==> src/rtl/rv64g_l1_refill_sequencer.sv <==
// L1 line eviction/refill sequencer: optional 8-beat writeback of the victim, 8-beat refill
// into the banked data arrays, then one broadcast tag/state write.
module rv64g_l1_refill_sequencer #(
    parameter int TAG_W   = 53,
    parameter int INDEX_W = 5,
    parameter int WORDS   = 8
) (
    input  logic               clk_i,
    input  logic               rst_i,
    input  logic               start_i,
    input  logic               evict_i,
    input  logic [INDEX_W-1:0] index_i,
    input  logic [2:0]         way_i,
    input  logic [TAG_W-1:0]   tag_i,
    input  logic [1:0]         state_i,
    output logic               busy_o,
    output logic               done_o,
    output logic               wb_valid_o,
    input  logic               wb_ready_i,
    output logic [63:0]        wb_data_o,
    output logic [2:0]         wb_beat_o,
    input  logic               fill_valid_i,
    output logic               fill_ready_o,
    input  logic [63:0]        fill_data_i,
    output logic               arr_req_o,
    output logic               arr_we_o,
    output logic               arr_tag_we_o,
    output logic               arr_tag_broadcast_o,
    output logic [INDEX_W-1:0] arr_index_o,
    output logic [2:0]         arr_word_o,
    output logic [2:0]         arr_way_o,
    output logic [7:0]         arr_be_o,
    output logic [63:0]        arr_wdata_o,
    output logic [TAG_W-1:0]   arr_tag_o,
    output logic [1:0]         arr_state_o,
    input  logic [63:0]        arr_rdata_i
);
    localparam logic [2:0] LAST = 3'(WORDS - 1);

    typedef enum logic [2:0] {IDLE, EV_RD, EV_CAP, EV_WB, FILL, TAG, DONE} seq_state_t;

    seq_state_t         state, state_nxt;
    logic [2:0]         cnt, cnt_nxt;
    logic [INDEX_W-1:0] lat_index;
    logic [2:0]         lat_way;
    logic [TAG_W-1:0]   lat_tag;
    logic [1:0]         lat_state;
    logic [63:0]        hold;

    always_ff @(posedge clk_i or posedge rst_i) begin
        if (rst_i) begin
            state     <= IDLE;
            cnt       <= '0;
            lat_index <= '0;
            lat_way   <= '0;
            lat_tag   <= '0;
            lat_state <= '0;
            hold      <= '0;
        end else begin
            state <= state_nxt;
            cnt   <= cnt_nxt;
            if (state == IDLE && start_i) begin
                lat_index <= index_i;
                lat_way   <= way_i;
                lat_tag   <= tag_i;
                lat_state <= state_i;
            end
            // Array read data arrives one cycle after the EV_RD request.
            if (state == EV_CAP) hold <= arr_rdata_i;
        end
    end

    always_comb begin
        state_nxt = state;
        cnt_nxt   = cnt;
        case (state)
            IDLE:   if (start_i) state_nxt = evict_i ? EV_RD : FILL;
            EV_RD:  state_nxt = EV_CAP;
            EV_CAP: state_nxt = EV_WB;
            EV_WB: if (wb_ready_i) begin
                if (cnt == LAST) begin
                    cnt_nxt   = '0;
                    state_nxt = FILL;
                end else begin
                    cnt_nxt   = cnt + 3'd1;
                    state_nxt = EV_RD;
                end
            end
            FILL: if (fill_valid_i) begin
                if (cnt == LAST) begin
                    cnt_nxt   = '0;
                    state_nxt = TAG;
                end else begin
                    cnt_nxt = cnt + 3'd1;
                end
            end
            TAG:     state_nxt = DONE;
            DONE:    state_nxt = IDLE;
            default: state_nxt = IDLE;
        endcase
    end

    always_comb begin
        busy_o              = (state != IDLE);
        done_o              = 1'b0;
        wb_valid_o          = 1'b0;
        wb_data_o           = '0;
        wb_beat_o           = '0;
        fill_ready_o        = 1'b0;
        arr_req_o           = 1'b0;
        arr_we_o            = 1'b0;
        arr_tag_we_o        = 1'b0;
        arr_tag_broadcast_o = 1'b0;
        arr_index_o         = '0;
        arr_word_o          = '0;
        arr_way_o           = '0;
        arr_be_o            = '0;
        arr_wdata_o         = '0;
        arr_tag_o           = '0;
        arr_state_o         = '0;
        case (state)
            EV_RD: begin
                arr_req_o   = 1'b1;
                arr_index_o = lat_index;
                arr_way_o   = lat_way;
                arr_word_o  = cnt;
            end
            EV_WB: begin
                wb_valid_o = 1'b1;
                wb_data_o  = hold;
                wb_beat_o  = cnt;
            end
            FILL: begin
                fill_ready_o = 1'b1;
                if (fill_valid_i) begin
                    arr_req_o   = 1'b1;
                    arr_we_o    = 1'b1;
                    arr_be_o    = 8'hFF;
                    arr_index_o = lat_index;
                    arr_way_o   = lat_way;
                    arr_word_o  = cnt;
                    arr_wdata_o = fill_data_i;
                end
            end
            TAG: begin
                arr_req_o           = 1'b1;
                arr_tag_we_o        = 1'b1;
                arr_tag_broadcast_o = 1'b1;
                arr_index_o         = lat_index;
                arr_way_o           = lat_way;
                arr_tag_o           = lat_tag;
                arr_state_o         = lat_state;
            end
            DONE:    done_o = 1'b1;
            default: ;
        endcase
    end
endmodule

==> config.mk <==
export PLATFORM = sky130hd
export DESIGN_NAME = rv64g_l1_refill_sequencer
export DESIGN_NICKNAME = d
export VERILOG_FILES = /design/src/rtl/rv64g_l1_refill_sequencer.sv
export SDC_FILE = /design/constraint.sdc
export NUM_CORES = 1
export LEC_CHECK = 0
export CAP_MARGIN = 40
export CORE_AREA = 2 2 159 161
export DETAILED_ROUTE_END_ITERATION = 10
export DIE_AREA = 0 0 161 163
export RECOVER_POWER = 50
export REMOVE_ABC_BUFFERS = 1
export SETUP_SLACK_MARGIN = 0.4
export SLEW_MARGIN = 20
export SYNTH_ARGS = -nofsm -noshare
export SYNTH_HDL_FRONTEND = slang
export SYNTH_SLANG_ARGS = --single-unit
==> constraint.sdc <==
create_clock -name clk_i -period 5.66 [get_ports clk_i]
set_clock_uncertainty 0.15 [all_clocks]
set_input_delay 1.415 -clock clk_i [delete_from_list [all_inputs] [get_ports clk_i]]
set_output_delay 1.415 -clock clk_i [all_outputs]
set_load 0.01 [all_outputs]
Yosys cells after proc, flatten, opt, wreduce, memory -nomap -nowiden

Cells that the tools add are included.
W data, S select, Z words.

Bits of input ports: 197
Register bits after elaboration: 133
Output and inout bits: 213

Multiplexer cells: 32
Eq/ne operators: 11
$add $sub $neg: 1
Reductions and logical operators: 7

Operators with widths:

| cell                  | number |
|---|---|
| $mux W64              | 3 |
| $mux W53              | 1 |
| $mux W3               | 12 |
| $pmux W3 S2           | 3 |
| $pmux W3 S6           | 1 |
| $mux W8               | 2 |
| $eq A3 B3 Y1 const B  | 4 |
| $pmux W5 S2           | 1 |
| $ne A2 B2 Y1 const B  | 4 |
| $eq A3 B2 Y1 const B  | 2 |
| $mux W1               | 6 |
| $mux W5               | 1 |
| $reduce_and A4 Y1     | 1 |
| $add A3 B1 Y3 const B | 1 |
| $eq A3 B1 Y1 const B  | 1 |
| $logic_not A3 Y1      | 1 |
| $reduce_and A3 Y1     | 1 |
| $reduce_bool A3 Y1    | 1 |
| $mux W2               | 1 |
| $pmux W1 S2           | 1 |
| $reduce_bool A2 Y1    | 1 |
| $reduce_or A2 Y1      | 1 |
| $logic_and A1 B1 Y1   | 1 |

Logic depth before layout (Yosys ltp)

Gate-level depths: netlist of the first run.

Word-level depth: 4
Depth in mapped cells: 6
Depth with buffers taken out: 5

Worst setup path after synthesis of the first run

No wires, ideal clock.

Kind: input port to output port
Start point: input fill_valid_i
End point: output arr_wdata_o[54]
Arrival time: 2,285 ps
Stages: 3
Buffers on the path: 1
Path slack: 1,810 ps
Cells stage by stage: and4bb_1 clkbuf_1 and2_1

Cells in the longest elaborated chain, start to end: 2

RTL lines:

| item               | line | text |
|---|---|---|
| start: declaration | 22   | `input logic fill_valid_i,` |
| $mux W64           | 135  | `if (fill_valid_i) begin` |
| $mux W64           | 121  | `case (state)` |
| end: declaration   | 33   | `output logic [63:0] arr_wdata_o,` |

Every way passes these cells.

Worst setup path in the final report of the first run

Start point: input fill_valid_i
End point: output arr_wdata_o[48]

The elaborated chain is that of the path after synthesis.

==> results of run 1 <==
worst max path at each step:
stage / slack [ps] / endpoint / cells after the start
2_1_floorplan: 540 / cnt[0]$_DFFE_PP0P_ / 1
3_3_place_gp: 710 / arr_wdata_o[38] / 5
3_5_place_dp: 700 / arr_wdata_o[38] / 5
4_1_cts: 700 / arr_wdata_o[38] / 5
5_1_grt: 530 / arr_wdata_o[38] / 5
6_report: 620 / arr_wdata_o[48] / 5
metal layers:
| metal | global-route usage (%) | wire, um | up-vias |
|---|---|---|---|
| met5 | 0 | 0 | - |
| met4 | 4.545 | 272 | 0 |
| met3 | 4.838 | 1399 | 15 |
| met2 | 24.81 | 9793 | 201 |
| met1 | 20.80 | 9469 | 2436 |
| li1 | - | - | 2570 |
synth_stat cells, drive strengths merged (3+ instances only):
library cell,instances,area [um2]
a21oi,3,15.01
and2,199,1245
and3,3,18.77
buf,33,269.0
clkbuf,12,53.80
dfrtp,133,3328
mux2,130,1689
nand2b,4,32.53
nor2,6,35.03
sequential cells by signal, indices dropped and copies added, names as in the netlist:
signal	cells
lat_way	3
state	3
lat_state	2
cnt	3
hold	64
lat_index	5
lat_tag	53
power by group:
group / internal (mW) / switching (mW) / total (mW)
registers: 1.44 / 0.240 / 1.68
logic: 1.30 / 0.842 / 2.14
clock network: 0.675 / 0.462 / 1.14
cells in the final DEF (no fill, tap or decap), drive strengths merged:
master / count
buf: 5
o21ai: 2
dlygate4sd3: 18
nor3: 1
and3: 3
o21bai: 2
a32oi: 1
and4bb: 1
dfrtp: 133
a21oi: 3
nand3: 1
o221ai: 1
nand2: 2
ha: 2
and2: 199
inv: 9
bufinv: 2
nand3b: 1
clkbuf: 24
nand2b: 4
or3: 1
diode: 1
clkdlybuf4s50: 391
mux2: 130
nor2: 6
clkinvlp: 2
clkinv: 3
nor2b: 1
worst register-to-register path: cells and delay by family, from the launching register on:
kind | cells | cell delay [ps]
buf+inv | 2 | 2750
flops | 1 | 610
mux | 1 | 490
simple gates | 2 | 400
layout make-up:
cell class | count | share of cell area, %
Inverter | 2 | 0.07584
Antenna cell | 1 | 0.02167
Clock buffer | 18 | 3.803
Tap cell | 330 | 3.575
Clock inverter | 14 | 1.408
Sequential cell | 133 | 28.82
Timing Repair Buffer | 420 | 36.16
Multi-Input combinational cell | 361 | 26.13
cells by family (layout without fill, tap and decap cells):
| kind of cell | Yosys count | count (layout) | share of synthesized area, % |
|---|---|---|---|
| adders and majority gates | 2 | 2 | 0.3673 |
| other | 0 | 1 | 0 |
| and+or+nand+nor | 220 | 220 | 20.28 |
| muxes | 130 | 130 | 24.80 |
| buffers and inverters | 47 | 454 | 4.849 |
| DFF | 133 | 133 | 48.86 |
| AOI/OAI and AO/OA | 9 | 9 | 0.8449 |
metrics by stage:
step	total power [mW]	area, um2	util, %
3_5_place_dp	4.021	11150	45.20
4_1_cts	5.198	11760	47.64
3_3_place_gp	3.965	11070	44.87
2_1_floorplan	2.903	6489	-
5_1_grt	5.295	11550	46.80
6_report	4.957	11550	46.81
==> reports/metrics.csv, run 1 <==
stage;metric;value;unit
timing;number of hold-slack violations in the final timing report;0;
pwr;worst voltage drop across the vdd grid;205.8;uV
synthesis;count of unique library cells instantiated by Yosys;30;
timing;RSZ-0062 raised after global routing;false;
critical_path;Critical Path Slowest Stage Cell;dlygate4sd3_1;
clock_network;number of buffers added for setup after CTS;0;
timing;Hold Worst Slack;325.5;ps
critical_path;worst endpoint required time;4090;ps
timing;measured slew at the worst slew-check pin;2777;ps
floorplan;width of the die;161;um
clock_network;CTS tree;yes;
placement;number of port buffers;409;
synthesis;Mapped Avg Cell Area;12.59;um2
cells_and_area;number of standard cells in the final layout excluding fillers;1279;
global_routing;Total Routing Usage GR;15.70;%
timing;Worst Setup Slack, final;621.9;ps
global_routing;overflow left after global routing;0;
clock_network;CTS HTree Levels;4;
route;final antenna-violating net count;0;
critical_path;worst setup path startpoint;fill_valid_i;
timing;Worst slew margin;-85.13;%
pwr;P per Cell Area;429.2;nW/um2
clock_network;clock transition at the registers of the reported paths;60;ps
critical_path;reg2reg setup slack;1150;ps
timing;Period Utilization, post-route;89.01;%
synthesis;cell area after synthesis;6812;um2
worst_hold_path;hold path endpoint;hold[39]$_DFFE_PP0P_;
global_routing;number of global-route vias before repair;5418;
placement;routability-driven placement congestion ratio;0.7582;
global_routing;initial antenna violation count;0;
critical_path;maximum net fanout on the critical path;74;
cells_and_area;total of fill cells in the finished design;2331;
floorplan;initial standard-cell utilization of the core;27.61;%
clock_network;number of sinks on the clock net;133;
clock_network;total CTS buffers;17;
critical_path;CP Buf/Inv Count;3;
placement;placed cells;1246;
timing;maximum clock frequency;198.5;MHz
critical_path;endpoint arrival time on the critical path;3470;ps
floorplan;vertical die dimension;163;um
pwr;static leakage power;4.700;nW
synthesis;cells after synthesis;541;
route;number of vias after detailed routing;5222;
clock_network;Clock Latency Late Sink;410;ps
placement;worst setup slack after placement;702.0;ps
synthesis;Primary FF master, synth;dfrtp_1;
flow_run;max-capacitance violation count;2;
critical_path;largest delay contributor family on the critical path;buffers and inverters;
cells_and_area;nets;1134;
cells_and_area;share of cells above drive strength 1;7.911;%
cells_and_area;area growth from synthesis to layout;69.54;%
floorplan;area of the core region;24670;um2
route;number of optimization iterations in the first detailed-route pass;4;
critical_path;category of the critical setup timing path;in -> out;
worst_hold_path;Hold Crit Start;hold[39]$_DFFE_PP0P_;
status;status;finished, violations left;
critical_path;Worst R2R Start;state[1]$_DFFE_PP0P_;
worst_hold_path;hold path depth;1;
synthesis;number of warnings printed during yosys synthesis;0;
placement;Final HPWL DP;15670;um
clock_network;Post-CTS Resized;0;
cells_and_area;Seq. cell area;3328;um2
global_routing;global-route wire length before repair;32000;um
route;violation count after the first detailed-route iteration;163;
critical_path;reg-to-reg endpoint;hold[14]$_DFFE_PP0P_;
synthesis;fraction of the yosys area taken by sequential cells;48.86;%
critical_path;CP Launch Type;primary input;
synthesis;Post-synth EDFFs;0;
clock_network;master cell of the clock root buffer;clkbuf_16;
global_routing;pin count of the biggest net entering global routing;75;
status;failing checks;capacitance limit, slew limit;
critical_path;length in cells of the worst reg-to-reg path;5;
timing;final max-slew violation count;114;
synthesis;Async S/R FF share, synth;100.0;%
floorplan;Cell Rows;58;
worst_hold_path;worst hold-check path type;reg -> reg;
route;Routed WL;20940;um
timing;setup TNS after final layout;0;ps
clock_network;Hold Buf Count CTS;0;
floorplan;count of boundary I/O pins;410;
floorplan;area of the die;26240;um2
timing;number of failing setup endpoints in the final timing report;0;
cells_and_area;area of combinational cells with multiple inputs;3018;um2
route;DRC violation count after routing;0;
critical_path;worst-path cell chain;dlygate4sd3_1 > and4bb_1 > buf_4 > and2_1 > clkdlybuf4s50_1;
synthesis;number of flip-flops and latches in the synthesized netlist;133;
clock_network;largest buffer count on any clock path;2;
timing;minimum clock period after layout;5038;ps
route;Routed wire per std cell;16.37;um
critical_path;Setup crit end kind;output port;
route;number of vias per cell after detailed routing;4.083;
critical_path;delay of the slowest cell on the worst path;600;ps
(Power assumes the default switching activity.)
==> run 2: changes to the inputs <==
CELL_PAD_IN_SITES_DETAIL_PLACEMENT = 1   (was default)
CELL_PAD_IN_SITES_GLOBAL_PLACEMENT = 1   (was default)
CORE_AREA = default   (was 2 2 159 161)
CORE_UTILIZATION = 28   (was default)
DIE_AREA = default   (was 0 0 161 163)
GPL_TIMING_DRIVEN = 0   (was default)
PLACE_DENSITY_LB_ADDON = 0.1   (was default)
==> run 2 against run 1 <==
The run still ends with capacitance limit, slew limit left; global-route usage is 2.5 points higher; worst hold slack worse by 1.7 ps; routed wire length is 11% higher; critical path type unchanged.
==> reports/metrics.csv, run 2 (same netlist as run 1, synthesis figures left out) <==
stage;metric;value;unit;change
global_routing;number of global-route vias before repair;5913;;+9.1%
clock_network;master cell of the clock root buffer;clkbuf_16;;
pwr;relative contribution of combinational cells to total power;43.9;%;+0.7 points
cells_and_area;number of flip-flops under the largest register name;64;;unchanged
cells_and_area;antenna fix cells;0;;-1
critical_path;Setup crit end kind;output port;;
floorplan;initial standard-cell utilization of the core;28.76;%;+1.2 points
timing;number of hold-slack violations in the final timing report;0;;unchanged
timing;final max-slew violation count;105;;-7.9%
pwr;cell internal pwr;3.473;mW;+1.8%
critical_path;CP Buf/Inv Count;3;;unchanged
cells_and_area;register bank with the most flops;hold;;
cells_and_area;nets;1131;;-0.26%
pwr;P per Cell Area;434.3;nW/um2;+1.2%
pwr;power consumption;5.031;mW;+1.5%
placement;routability-driven placement congestion ratio;0.7666;;+1.1%
cells_and_area;Core Util, Final;48.92;%;+2.1 points
critical_path;Critical Path Slowest Stage Cell;dlygate4sd3_1;;
floorplan;area of the core region;23680;um2;-4.0%
route;number of optimization iterations in the first detailed-route pass;4;;unchanged
global_routing;pin count of the biggest net entering global routing;77;;+2.7%
route;Routed wire per std cell;18.33;um;+12%
pwr;clock share of power;22.4;%;-0.5 points
clock_network;CTS HTree Levels;4;;unchanged
critical_path;endpoint arrival time on the critical path;3570;ps;+100 ps
clock_network;clock transition at the registers of the reported paths;60;ps;about the same
pwr;static leakage power;4.714;nW;+0.30%
critical_path;worst endpoint required time;4090;ps;about the same
timing;number of failing setup endpoints in the final timing report;0;;unchanged
route;final antenna-violating net count;0;;unchanged
critical_path;category of the critical setup timing path;in -> out;;
cells_and_area;most common library cell in the layout ignoring fill and taps;clkdlybuf4s50_1;;
global_routing;Total Routing Usage GR;18.19;%;+2.5 points
clock_network;number of sinks on the clock net;133;;unchanged
clock_network;largest buffer count on any clock path;2;;unchanged
timing;Period Utilization, post-route;90.68;%;+1.7 points
floorplan;width of the die;158.0;um;-1.9%
route;DRC violation count after routing;0;;unchanged
clock_network;CTS tree;yes;;
cells_and_area;leading registers by flop count;hold (64), lat_tag (53), lat_index (5);;
pwr;Switching Fraction;30.98;%;-0.17 points
floorplan;vertical die dimension;158.0;um;-3.1%
route;Routed WL;23140;um;+11%
route;violation count after the first detailed-route iteration;199;;+22%
floorplan;count of boundary I/O pins;410;;unchanged
cells_and_area;area of all placed cells without fillers;11590;um2;+0.32%
status;failing checks;capacitance limit, slew limit;;
route;number of vias per cell after detailed routing;4.280;;+4.8%
status;status;finished, violations left;;
route;number of vias after detailed routing;5401;;+3.4%
timing;RSZ-0062 raised after global routing;false;;
cells_and_area;area growth from synthesis to layout;70.10;%;
timing;minimum clock period after layout;5133;ps;+94.65 ps
timing;measured slew at the worst slew-check pin;3014;ps;+236.6 ps
placement;number of port buffers;409;;unchanged
floorplan;area of the die;24950;um2;-4.9%
timing;Worst slew margin;-100.9;%;-16 points
pwr;worst voltage drop across the vdd grid;200.9;uV;-2.4%
clock_network;Clock Latency Late Sink;410;ps;about the same
global_routing;initial antenna violation count;1;;+1
placement;area after detailed placement;11220;um2;+0.57%
clock_network;total CTS buffers;17;;unchanged
global_routing;overflow left after global routing;0;;unchanged
critical_path;reg2reg setup slack;1510;ps;+360 ps
pwr;sequential fraction of design power;33.7;%;-0.2 points
pwr;switching power;1.559;mW;+0.94%
cells_and_area;commonest non-fill, non-tap cells in the layout;396 x clkdlybuf4s50_1, 198 x and2_1, 133 x dfrtp_1, 94 x mux2_1, 29 x mux2_4;;
floorplan;Cell Rows;56;;-3.4%
timing;Worst Setup Slack, final;527.2;ps;-94.65 ps
flow_run;max-capacitance violation count;2;;unchanged
cells_and_area;share of cells above drive strength 1;7.953;%;+0.042 points
placement;Final HPWL DP;18050;um;+15%
critical_path;CP Launch Type;primary input;;
critical_path;delay of the slowest cell on the worst path;630;ps;+30 ps
worst_hold_path;worst hold-check path type;reg -> reg;;
global_routing;global-route wire length before repair;34060;um;+6.4%
critical_path;largest delay contributor family on the critical path;buffers and inverters;;
critical_path;maximum net fanout on the critical path;40;;-46%
critical_path;worst-path cell chain;dlygate4sd3_1 > and4bb_4 > buf_16 > and2_1 > clkdlybuf4s50_1;;
timing;maximum clock frequency;194.8;MHz;-1.8%
placement;worst setup slack after placement;397.4;ps;-304.5 ps
## run 2: cell types whose count changed in the layout (fill, tap and decap cells not counted), sizes merged
cell / before / now
inv: 9 / 5
dlygate4sd3: 18 / 13
buf: 5 / 4
clkbuf: 24 / 22
diode: 1 / 0
bufinv: 2 / 3
clkdlybuf4s50: 391 / 396
clkinvlp: 2 / 3
## run 2: what timing repair did
action,4_1_cts,5_1_grt
hold buffers,0,0
endpoints found under the setup margin,1,0
gates resized for setup,1,0
hold endpoints to repair,0,0
buffers inserted,0,0
## run 2: worst paths after layout
path,startpoint,end,cells after the start
worst max-delay path,fill_valid_i,arr_wdata_o[15],5
worst min-delay path,hold[41]$_DFFE_PP0P_,hold[41]$_DFFE_PP0P_,1
worst max register to register,state[1]$_DFFE_PP0P_,hold[28]$_DFFE_PP0P_,5
worst min register to register,hold[41]$_DFFE_PP0P_,hold[41]$_DFFE_PP0P_,1
max in group asynchronous,rst_i,lat_index[0]$_DFFE_PP0P_,2
min in group asynchronous,rst_i,hold[24]$_DFFE_PP0P_,2
## run 2: through the flow
step           hold WS (ps)  setup TNS (ps)  cells
2_1_floorplan         299.0               0    496
3_3_place_gp          308.1         -210750   1224
3_5_place_dp          316.7               0   1232
4_1_cts               329.8               0   1262
5_1_grt               339.0               0   1262
6_report              323.7               0   1262
## run 2: power by group through the flow
stage               registers [mW]  clock network [mW]  logic, mW
floorplan                     1.61                   0       1.29
global placement              1.68                   0       2.29
detailed placement            1.71                   0       2.42
CTS                           1.72                1.16       2.43
global route                  1.77                1.20       2.40
finish                        1.70                1.12       2.21
## run 2: worst reg2reg max path: stages (launching register included)
cell	delay, ps
dfrtp_1	610
nand2b_1	250
nor2_1	790
clkbuf_1	1050
clkbuf_1	770
mux2_1	400
## run 2: layout make-up
class / count / area, um2
inverters: 2 / 7.507
clock buffers: 18 / 439.2
fillers: 2568 / 12100
repair buffers: 417 / 4220
well taps: 319 / 399.1
multi-input cells: 361 / 3038
flip-flops and latches: 133 / 3328
clock inverters: 12 / 153.9
## run 2: layer usage
metal  part of all wire, %  vias to the layer above  global-route usage [%]
li1                      -                     2535                       -
met1                    40                     2635                   21.23
met2                    49                      210                   30.59
met3                   9.9                       19                   7.966
met4                  0.96                        2                   4.167
met5                 0.035                        -                       0
